<file path="config.mk">
export PLATFORM = sky130hd
export DESIGN_NAME = mem_stage_ctrl
export DESIGN_NICKNAME = d
export VERILOG_FILES = /design/src/rtl/mem_stage_ctrl.sv
export SDC_FILE = /design/constraint.sdc
export NUM_CORES = 1
export LEC_CHECK = 0
export CAP_MARGIN = 20
export CELL_PAD_IN_SITES_DETAIL_PLACEMENT = 2
export CELL_PAD_IN_SITES_GLOBAL_PLACEMENT = 2
export CORE_AREA = 2 2 146 148
export CTS_BUF_LIST = sky130_fd_sc_hd__clkbuf_4 sky130_fd_sc_hd__clkbuf_8
export DETAILED_ROUTE_END_ITERATION = 10
export DIE_AREA = 0 0 148 150
export PLACE_DENSITY_LB_ADDON = 0.25
export RECOVER_POWER = 50
export SLEW_MARGIN = 25
export SYNTH_ARGS = -nofsm -noshare
export SYNTH_HDL_FRONTEND = slang
export SYNTH_SLANG_ARGS = --single-unit
</file>
<file path="constraint.sdc">
create_clock -name clk -period 1.5 [get_ports clk]
set_clock_uncertainty 0.05 [all_clocks]
set_input_delay 0.3 -clock clk [delete_from_list [all_inputs] [get_ports clk]]
set_output_delay 0.3 -clock clk [all_outputs]
set_load 0.01 [all_outputs]
</file>
<file path="src/rtl/mem_stage_ctrl.sv">
// MEM-stage controller: runs the latched EXE/MEM memory access over a req/gnt/rvalid
// handshake, stalls upstream while it is outstanding, and registers the MEM/WB fields.
module mem_stage_ctrl #(
  parameter int DATA_W  = 32,
  parameter int TIMEOUT = 64
) (
  input  logic              clk,
  input  logic              rst,
  input  logic              mem_we_in,
  input  logic              mem_re_in,
  input  logic [DATA_W-1:0] alu_res_in,
  input  logic [DATA_W-1:0] store_data_in,
  input  logic              wr_reg_in,
  output logic              pipe_en,
  output logic              dm_req,
  output logic              dm_we,
  output logic [DATA_W-1:0] dm_addr,
  output logic [DATA_W-1:0] dm_wdata,
  input  logic              dm_gnt,
  input  logic              dm_rvalid,
  input  logic [DATA_W-1:0] dm_rdata,
  output logic [DATA_W-1:0] wb_data,
  output logic              wb_we,
  output logic              mem_err
);

  localparam int CNT_W = $clog2(TIMEOUT + 1);

  typedef enum logic [1:0] {IDLE, REQ, RESP} state_t;

  state_t            state, stateNext;
  logic [CNT_W-1:0]  cnt;
  logic [DATA_W-1:0] addrQ, wdataQ;
  logic              weQ;
  logic              op, done, abort, timeoutHit;

  assign op         = mem_we_in | mem_re_in;
  assign timeoutHit = (cnt == CNT_W'(TIMEOUT - 1));

  assign dm_req   = (state == REQ);
  assign dm_we    = weQ;
  assign dm_addr  = addrQ;
  assign dm_wdata = wdataQ;
  assign pipe_en  = done | abort;

  always_comb begin
    stateNext = state;
    done      = 1'b0;
    abort     = 1'b0;
    case (state)
      IDLE: begin
        if (!op) done = 1'b1;
        else     stateNext = REQ;
      end
      REQ: begin
        // rvalid is only meaningful for a load once the grant has arrived
        if (dm_gnt && (weQ || dm_rvalid)) begin
          done      = 1'b1;
          stateNext = IDLE;
        end else if (dm_gnt) begin
          stateNext = RESP;
        end
      end
      RESP: begin
        if (dm_rvalid) begin
          done      = 1'b1;
          stateNext = IDLE;
        end
      end
      default: stateNext = IDLE;
    endcase
    // completion on the last allowed cycle takes priority over the abort
    if (state != IDLE && !done && timeoutHit) begin
      abort     = 1'b1;
      stateNext = IDLE;
    end
  end

  always_ff @(posedge clk) begin
    if (!rst) begin
      state   <= IDLE;
      cnt     <= '0;
      addrQ   <= '0;
      wdataQ  <= '0;
      weQ     <= 1'b0;
      wb_data <= '0;
      wb_we   <= 1'b0;
      mem_err <= 1'b0;
    end else begin
      state <= stateNext;
      if (state == IDLE && op) begin
        addrQ  <= alu_res_in;
        wdataQ <= store_data_in;
        weQ    <= mem_we_in;
        cnt    <= '0;
      end else if (state != IDLE) begin
        cnt <= cnt + CNT_W'(1);
      end
      wb_we <= 1'b0;
      if (done) begin
        if (state == IDLE) begin
          wb_data <= alu_res_in;
          wb_we   <= wr_reg_in;
        end else if (!weQ) begin
          wb_data <= dm_rdata;
          wb_we   <= wr_reg_in;
        end
      end
      if (abort) mem_err <= 1'b1;
    end
  end

endmodule
</file>
==> results of run 1 <==
==> per-stage QoR <==
stage,utilization,hold WS [ns]
6_report,0.429,0.290
5_1_grt,0.429,0.267
4_1_cts,0.408,0.262
3_5_place_dp,0.341,0.398
3_3_place_gp,0.341,0.391
2_1_floorplan,-,0.319
==> what timing repair did <==
| item | in CTS | in global routing |
|---|---|---|
| setup buffers | 32 | 14 |
| endpoints found under the setup margin | 209 | 115 |
| gates resized for setup | 264 | 142 |
| cloned | 20 | 1 |
| pin swaps | 54 | 66 |
==> sequential cells by signal, summed over array words and instances (netlist names) <==
register,flops
mem_err,1
dm_addr,32
dm_we,1
cnt,7
state,2
wb_we,1
dm_wdata,32
wb_data,32
==> layer usage <==
| metal | up-vias | global-route usage |
|---|---|---|
| li1 | 2226 | - |
| met1 | 2350 | 0.237 |
| met2 | 143 | 0.372 |
| met3 | 26 | 0.0515 |
| met4 | 0 | 0.0614 |
| met5 | - | 0 |
==> layout by cell type, fill, tap and decap left out, drive strengths merged, types with 3 or more instances in the layout <==
cell,instances
clkbuf,13
buf,96
clkdlybuf4s15,3
o21ai,34
clkdlybuf4s50,100
nand2,136
nor2b,4
xor2,3
mux2i,32
o211a,32
dlygate4sd2,96
nor2,10
a21oi,4
dfxtp,108
a21boi,64
==> kinds of logic (layout without fill, tap and decap cells) <==
group	count (synthesis)	in the layout
xor+xnor	5	5
flops	108	108
buf+inv	40	312
compound gates	141	141
mux	32	32
simple gates	162	162
fa+ha+maj	1	1
==> worst max-delay path by stage <==
stage                                     start                       to  slack (ns)
after floorplan           state[1]$_SDFFE_PP0P_  wb_data[0]$_SDFFE_PN0P_       -0.06
after global placement                mem_we_in    state[0]$_SDFFE_PP0P_       -0.57
after detailed placement              mem_we_in                  pipe_en       -0.67
after CTS                   cnt[1]$_SDFFE_PP0N_                  pipe_en       -0.63
after global routing        cnt[0]$_SDFFE_PP0N_                  pipe_en       -0.65
final                       cnt[0]$_SDFFE_PP0N_                  pipe_en       -0.57
==> power breakdown <==
part	switching, W	leakage [nW]	internal, W
Sequential	0.000148	0.892	0.00310
Clock	0.00105	0.0923	0.000711
Combinational	0.00126	3.22	0.00149
==> layout make-up <==
cell class                      count  area, um^2
Fill cell                        2170       11800
Inverter                            1        3.75
Sequential cell                   108        2180
Timing Repair Buffer              296        3360
Multi-Input combinational cell    341        2820
Clock buffer                       12         159
Tap cell                          275         344
Clock inverter                      3        21.3
==> summary.md, run 1 <==
| Metric | Value |
|---|---|
| Min Tclk post-route | `2.07 ns` |
| Cell area after synthesis | `~4500 um^2` |
| Via density | `4.58` |
| Grt total ovfl | `0` |
| Peak VDD IR | `0.000355 V` |
| Largest family of logic cells by synthesized area | `compound AO/OA/AOI/OAI gates` |
| Hold_buf cts | `0` |
| Num ports | `204` |
| Final hold vios | `0` |
| Gr usage total | `0.205` |
| EDFF count, synth | `0` |
| R2R setup slack | `-0.36 ns` |
| R2R Path End | `mem_err$_SDFFE_PN0P_` |
| Xor/xnor share of the synthesized area | `0.00980` |
| Post-synthesis adder-cell area fraction | `0.00280` |
| Worst hold path class | `primary input to flip-flop` |
| CP bufs+invs | `1` |
| Failing checks | `negative setup slack` |
| Initial drt markers | `around 160` |
| Largest net degree at the start of global routing | `33` |
| Fmax | `483 MHz` |
| CP Capture Type | `output port` |
| Pins Over Slew Limit | `0` |
| Most frequent cell after synthesis | `nand2_1` |
| Area delta synth->final | `98.8%` |
| Vias in the first global route | `between 5,000 and 6,000` |
| Clock slew at reported path FFs | `0.10 ns` |
| Syn nets | `approximately 590` |
| CORE AREA | `~21,000 um^2` |
| Via count | `roughly 4,700` |
| Met3 routed WL | `~1300 um` |
| Die X | `roughly 150 um` |
| Slowest stage delay, CP | `roughly 0.54 ns` |
| Yosys top cell area share | `0.484` |
| Hold depth | `2` |
| Critical path, cell by cell | `ha_4 -> o211ai_1 -> or4b_4 -> nand2_4 -> buf_6` |
| Leading area contributor after synthesis | `dfxtp_1` |
| WL final | `23,200 um` |
| First-pass GRT wire length | `~34,000 um` |
| Placed cell count | `about 960` |
| Row Count | `53` |
| Initial antenna violation count | `0` |
| Worst EP arrival | `approximately 1.7 ns` |
| RSZ-0062 raised after global routing | `yes` |
| # DRC | `0` |
| Setup TNS | `-19.92 ns` |
| H-Tree Depth | `3` |
| Register bit count reported by yosys | `about 110` |
| Initial core utilization | `0.216` |
| R2r worst-path depth | `7` |
| Post-synthesis compound-gate area fraction | `0.236` |
| Setup WS pre-CTS | `-0.667 ns` |
| Final instance count without filler cells | `1,036` |
| Min-delay src | `rst` |
| Slowest CP cell | `or4b_4` |
| # setup viols final | `110` |
| Finished Cell Area | `approximately 9000 um^2` |
| CTS max path bufs | `2` |
| DP HPWL | `13,200 um` |
| CTS tree | `built` |
| CP max FO | `2` |
| Met1 Routed Length | `roughly 9400 um` |
| Final WS setup | `-0.570 ns` |
| Worst skew pair latency | `between 0.3 and 0.4 ns` |
| PD cells | `between 800 and 900 nW/um^2` |
| Post-Synth Simple-Gate Area | `0.150` |
| Netlist cell types | `37` |
| MaxCap Viol Count | `0` |
| Highest metal used | `met4` |
| Routed Antenna Nets | `0` |
| ANT cells | `0` |
| # clock sinks | `108` |
| DR WL met2 | `roughly 12,000 um` |
| Root buffer cell | `clkbuf_8` |
| Leak | `approximately 4.2 nW` |
| Fin crit share | `1.38` |
| Syn. warnings | `0` |
| Worst slew pin tran | `0.445 ns` |
| Die height | `about 150 um` |
| Ys flop type | `dfxtp_1` |
| Data required, critical path | `between 1 and 1.5 ns` |
| Worst setup path class | `flip-flop to output port` |
| CP top delay family | `simple AND/OR/NAND/NOR gates` |
| Async SR Flop Fraction | `0` |
| Mapped Avg Cell Area | `9.13 um^2` |
| GPL Wtd Cong | `0.755` |
| Worst r2r src | `cnt[0]$_SDFFE_PP0N_` |
| Synthesized instance count | `around 490` |
| PortBufs | `slightly above 200` |
| Register area share after synthesis | `0.484` |
| Status | `finished with violations` |
| WP depth | `5` |
| Max-slew headroom | `0.700` |
| Number of CTS-inserted buffers | `9` |
| DP Area | `7050 um^2` |
| Synth top area cells | `dfxtp_1 48%, nand2_1 11%, a21boi_1 10%` |
| Min-Delay Endpoint | `mem_err$_SDFFE_PN0P_` |
| Area of the die | `22,200 um^2` |
| Multiplexer area fraction after synthesis | `0.0717` |
| Commonest cells post-synth | `136 x nand2_1, 108 x dfxtp_1, 60 x a21boi_1` |
| Startpoint Class | `flip-flop` |
| Total power | `around 0.0078 W` |
| Routed WL per cell | `~22 um` |
| Share of cells above drive strength 1 | `0.360` |
| DRT Pass-1 Iters | `4` |
| Nets@finish | `between 800 and 900` |
Note: power is estimated with default switching activity, not from simulation.
==> run 2: changes to the inputs <==
- REMOVE_ABC_BUFFERS: unset -> 1
==> summary.md, run 2 (synthesized netlist as in run 1, its figures left out) <==
| Metric | Value |
|---|---|
| # DRC | `0 (unchanged)` |
| Worst hold path class | `primary input to flip-flop` |
| Final instance count without filler cells | `1,010 (-2.5%)` |
| DP HPWL | `12,600 um (-4.9%)` |
| H-Tree Depth | `3 (unchanged)` |
| Nets@finish | `834 (-3.1%)` |
| DRT Pass-1 Iters | `4 (unchanged)` |
| Most frequent cells in the layout | `104 x dfxtp_1, 101 x clkdlybuf4s50_1, 98 x dlygate4sd2_1` |
| Share of cells above drive strength 1 | `0.276 (-0.0839)` |
| Commonest non-fill, non-tap cell in the layout | `dfxtp_1` |
| Area delta synth->final | `86.3%` |
| Worst slew pin tran | `0.305 ns (-0.139 ns)` |
| Final WS setup | `-0.590 ns (-0.0202 ns)` |
| Fmax | `478 MHz (-0.96%)` |
| # clock sinks | `108 (unchanged)` |
| Worst setup path class | `flip-flop to output port` |
| Pins Over Slew Limit | `0 (unchanged)` |
| Final hold vios | `0 (unchanged)` |
| Setup WS pre-CTS | `-0.658 ns (+0.00897 ns)` |
| Initial core utilization | `0.216 (unchanged)` |
| Initial antenna violation count | `0 (unchanged)` |
| Min Tclk post-route | `2.09 ns (+0.0202 ns)` |
| Die X | `148 um (unchanged)` |
| Hold Slack | `0.360 ns (+0.0699 ns)` |
| ANT cells | `0 (unchanged)` |
| Routed Antenna Nets | `0 (unchanged)` |
| WL final | `20,700 um (-11%)` |
| Failing checks | `negative setup slack` |
| Worst EP arrival | `1.74 ns (+0.02 ns)` |
| Setup TNS | `-33.53 ns (-13.61 ns)` |
| GPL Wtd Cong | `0.728 (-3.5%)` |
| RSZ-0062 raised after global routing | `yes` |
| Via density | `4.55 (-0.69%)` |
| CORE AREA | `20,700 um^2 (unchanged)` |
| Largest net degree at the start of global routing | `59 (+79%)` |
| Data required, critical path | `1.15 ns (about the same)` |
| Via count | `4,594 (-3.2%)` |
| Max-slew headroom | `0.796 (+0.0957)` |
| First-pass GRT wire length | `30,200 um (-11%)` |
| CTS tree | `built` |
| Clock slew at reported path FFs | `0.10 ns (about the same)` |
| Gr usage total | `0.179 (-0.0261)` |
| CP Capture Type | `output port` |
| Initial drt markers | `155 (-1.3%)` |
| Status | `finished with violations` |
| Num ports | `204 (unchanged)` |
| Root buffer cell | `clkbuf_8` |
| CP max FO | `2 (unchanged)` |
| Vias in the first global route | `5,217 (-4.6%)` |
| Row Count | `53 (unchanged)` |
| Leak | `3.95 nW (-6.3%)` |
| Placed cell count | `959 (-0.52%)` |
| PD cells | `900 nW/um^2 (+3.0%)` |
| Area of the die | `22,200 um^2 (unchanged)` |
| Startpoint Class | `flip-flop` |
| Fin crit share | `1.39 (+0.0134)` |
| MaxCap Viol Count | `0 (unchanged)` |
| Routed WL per cell | `20.5 um (-8.7%)` |
| Die height | `150 um (unchanged)` |
| Grt total ovfl | `0 (unchanged)` |
| # setup viols final | `109 (-0.91%)` |
| Number of CTS-inserted buffers | `9 (unchanged)` |
| Peak VDD IR | `0.000373 V (+4.9%)` |
| CTS max path bufs | `2 (unchanged)` |
| Worst skew pair latency | `0.38 ns (about the same)` |
| PortBufs | `203 (unchanged)` |
==> run 2: cell types whose count changed in the layout (fill, tap and decap cells not counted), sizes merged <==
cell           before  now
clkdlybuf4s15       3    1
buf                96   68
clkinvlp            1    0
dlygate4sd2        96   98
clkinv              1    3
clkbuf             13   12
bufbuf              0    1
clkdlybuf4s50     100  101
==> run 2: critical path: stages (launching register included) <==
cell      delay [ns]
dfxtp_2         0.37
ha_4            0.14
o211ai_1        0.12
or4b_4          0.54
nand2_2         0.08
buf_6           0.10
==> run 2: timing repair <==
item                       CTS  global route
hold buffers                 0             0
setup endpoints to repair  209           110
resized for setup          229           136
setup buffers               26             6
pin swaps                   34            84
gates cloned                15             0
==> run 2: per-stage QoR <==
stage | cell area, um^2 | utilization | power, W
after floorplan | 4270 | - | 0.00394
after detailed placement | 6960 | 0.336 | 0.00509
after global routing | 8320 | 0.402 | 0.00788
after global placement | 6960 | 0.336 | 0.00502
after CTS | 7980 | 0.385 | 0.00747
final | 8320 | 0.402 | 0.00749
==> run 2: final timing paths <==
path | end | slack (ns) | depth (start not counted) | startpoint
setup / recovery | pipe_en | -0.59 | 5 | cnt[1]$_SDFFE_PP0N_
hold / removal | wb_data[21]$_SDFFE_PN0P_ | 0.36 | 3 | rst
setup reg to reg | wb_data[15]$_SDFFE_PN0P_ | -0.44 | 7 | state[1]$_SDFFE_PP0P_
hold reg to reg | dm_addr[21]$_SDFFE_PN0P_ | 0.40 | 2 | dm_addr[21]$_SDFFE_PN0P_
==> run 2: final cells by class <==
class,count,area (um^2)
flip-flops and latches,108,2170
well taps,275,344
clock inverters,4,31.3
multi-input cells,341,2690
repair buffers,269,2920
inverters,1,3.75
clock buffers,12,165
fillers,2233,12400
==> run 2: metal layers <==
| layer | track usage | share of wire | vias to the layer above |
|---|---|---|---|
| li1 | - | - | 2160 |
| met1 | 0.203 | 0.40 | 2286 |
| met4 | 0.0648 | 0.023 | 0 |
| met2 | 0.332 | 0.54 | 121 |
| met5 | 0 | 0 | - |
| met3 | 0.0329 | 0.043 | 27 |
==> run 2: where the power goes <==
group / switching [W] / internal [W]
clock network: 0.00110 / 0.000753
registers: 0.000121 / 0.00310
logic: 0.00113 / 0.00129
total: 0.00235 / 0.00514
==> run 3: changes to the inputs <==
- CTS_BUF_LIST: sky130_fd_sc_hd__clkbuf_4 sky130_fd_sc_hd__clkbuf_8 -> sky130_fd_sc_hd__clkbuf_4
- HOLD_SLACK_MARGIN: unset -> 0.05
==> summary.md, run 3 (synthesized netlist as in run 1, its figures left out) <==
| Metric | Value |
|---|---|
| Status | `finished with violations` |
| Failing checks | `negative setup slack` |
| CP Capture Type | `output port` |
| Root buffer cell | `clkbuf_4` |
| Pins Over Slew Limit | `0 (unchanged)` |
| # setup viols final | `106 (-2.8%)` |
| Hold Slack | `0.244 ns (-0.116 ns)` |
| Area delta synth->final | `88.4%` |
| R2R Path End | `wb_data[15]$_SDFFE_PN0P_` |
| Routed Antenna Nets | `0 (unchanged)` |
| CTS max path bufs | `2 (unchanged)` |
| Min-delay src | `rst` |
| Min-Delay Endpoint | `wb_data[16]$_SDFFE_PN0P_` |
| Slowest CP cell | `or4b_4` |
| Hold depth | `3 (unchanged)` |
| Placed cell count | `959 (unchanged)` |
| Number of CTS-inserted buffers | `9 (unchanged)` |
| Commonest non-fill, non-tap cell in the layout | `clkdlybuf4s50_1` |
| Data required, critical path | `1.15 ns (about the same)` |
| Die height | `150 um (unchanged)` |
| Final WS setup | `-0.674 ns (-0.0841 ns)` |
| Fin crit share | `1.45 (+0.0560)` |
| Final hold vios | `0 (unchanged)` |
| Grt total ovfl | `0 (unchanged)` |
| Num ports | `204 (unchanged)` |
| R2R setup slack | `-0.48 ns (-0.04 ns)` |
| Total power | `0.00711 W (-5.1%)` |
| PD cells | `845 nW/um^2 (-6.2%)` |
| WP depth | `5 (unchanged)` |
| Most frequent cells in the layout | `101 x clkdlybuf4s50_1, 83 x nand2_1, 62 x dfxtp_2` |
| Hold_buf cts | `0 (unchanged)` |
| Worst r2r src | `state[1]$_SDFFE_PP0P_` |
| GPL Wtd Cong | `0.728 (unchanged)` |
| WL final | `20,900 um (+1.1%)` |
| Layout fillers | `2,233 (unchanged)` |
| Die X | `148 um (unchanged)` |
| Nets@finish | `845 (+1.3%)` |
| Via density | `4.53 (-0.49%)` |
| Final instance count without filler cells | `1,022 (+1.2%)` |
| RSZ-0062 raised after global routing | `yes` |
| Max-slew headroom | `0.788 (-0.00760)` |
| CORE AREA | `20,700 um^2 (unchanged)` |
| CP top delay family | `simple AND/OR/NAND/NOR gates` |
| CP bufs+invs | `1 (unchanged)` |
| Routed WL per cell | `20.5 um (about the same)` |
| Largest net degree at the start of global routing | `59 (unchanged)` |
| Share of cells above drive strength 1 | `0.468 (+0.192)` |
| Final core utilization | `0.407 (+0.00448)` |
| Critical path, cell by cell | `ha_4 -> o211ai_1 -> or4b_4 -> nand2_2 -> buf_6` |
| # DRC | `0 (unchanged)` |
| First-pass GRT wire length | `30,200 um (about the same)` |
| Vias in the first global route | `5,160 (-1.1%)` |
| DRT Pass-1 Iters | `4 (unchanged)` |
| Startpoint Class | `flip-flop` |
| MaxCap Viol Count | `0 (unchanged)` |
| Worst setup path class | `flip-flop to output port` |
| Peak VDD IR | `0.000400 V (+7.3%)` |
| DP HPWL | `12,600 um (unchanged)` |
| Initial antenna violation count | `1 (+1)` |
| R2r worst-path depth | `9 (+2)` |
| PortBufs | `203 (unchanged)` |
| CTS tree | `built` |
| Worst slew pin tran | `0.317 ns (+0.0114 ns)` |
| CP max FO | `2 (unchanged)` |
| Setup WS pre-CTS | `-0.658 ns (unchanged)` |
| Row Count | `53 (unchanged)` |
| H-Tree Depth | `3 (unchanged)` |
| Fmax | `460 MHz (-3.9%)` |
| Area of the die | `22,200 um^2 (unchanged)` |
| Leak | `3.73 nW (-5.6%)` |
| Gr usage total | `0.178 (about the same)` |
| Worst EP arrival | `1.82 ns (+0.08 ns)` |
| Initial drt markers | `162 (+4.5%)` |
| Clock slew at reported path FFs | `0.18 ns (+0.08 ns)` |
| Min Tclk post-route | `2.17 ns (+0.0841 ns)` |
| Via count | `4,626 (+0.70%)` |
| Initial core utilization | `0.216 (unchanged)` |
| # clock sinks | `108 (unchanged)` |
| Worst hold path class | `primary input to flip-flop` |
| Slowest stage delay, CP | `0.54 ns (about the same)` |
| Worst skew pair latency | `0.47 ns (+0.09 ns)` |
## run 3: area by class of cell
class | instances | area [um^2] | area share
timing repair buffer | 280 | 3010 | 0.358
clock buffer | 9 | 67.6 | 0.00803
sequential | 108 | 2240 | 0.266
antenna | 1 | 2.50 | 0.000297
multi-input combinational | 341 | 2700 | 0.321
tap | 275 | 344 | 0.0409
inverter | 1 | 3.75 | 0.000446
clock inverter | 7 | 42.5 | 0.00506
## run 3: worst max-delay path by stage
stage / startpoint / end
2_1_floorplan: mem_we_in / cnt[1]$_SDFFE_PP0N_
5_1_grt: cnt[1]$_SDFFE_PP0N_ / pipe_en
4_1_cts: cnt[1]$_SDFFE_PP0N_ / pipe_en
6_report: cnt[1]$_SDFFE_PP0N_ / pipe_en
3_3_place_gp: cnt[0]$_SDFFE_PP0N_ / pipe_en
3_5_place_dp: dm_rvalid / pipe_en
## run 3: routing by layer
metal / part of all wire / global-route usage / vias to the layer above
li1: - / - / 2183
met1: 0.39 / 0.203 / 2292
met2: 0.54 / 0.335 / 126
met3: 0.047 / 0.0329 / 25
met4: 0.020 / 0.0586 / 0
met5: 0 / 0 / -
## run 3: stage by stage
step,TNS [ns],cell area [um^2]
2_1_floorplan,-142.63,4270
3_3_place_gp,-51.09,6960
3_5_place_dp,-56.64,6960
4_1_cts,-26.73,8100
5_1_grt,-42.87,8410
6_report,-36.94,8410
## run 3: repair_timing
| item | in CTS | in global routing |
|---|---|---|
| cloned | 14 | 2 |
| pin swaps | 10 | 99 |
| buffers inserted | 27 | 14 |
| setup endpoints to repair | 209 | 152 |
| gates resized for setup | 446 | 196 |
## run 3: worst reg2reg max path: stages, from the launching register on
cell and delay (ns):
dfxtp_2 0.36, buf_6 0.13, buf_12 0.13, buf_6 0.11
nor2b_4 0.12, a32o_2 0.25, or2_4 0.28, buf_12 0.15
buf_16 0.14, o211a_1 0.20
## run 3: report_power, final
| group | leakage, nW | switching, W | internal [W] | total [W] |
|---|---|---|---|---|
| sequential | 0.912 | 0.000126 | 0.00312 | 0.00325 |
| clock | 0.0628 | 0.00105 | 0.000336 | 0.00139 |
| combinational | 2.75 | 0.00114 | 0.00133 | 0.00247 |
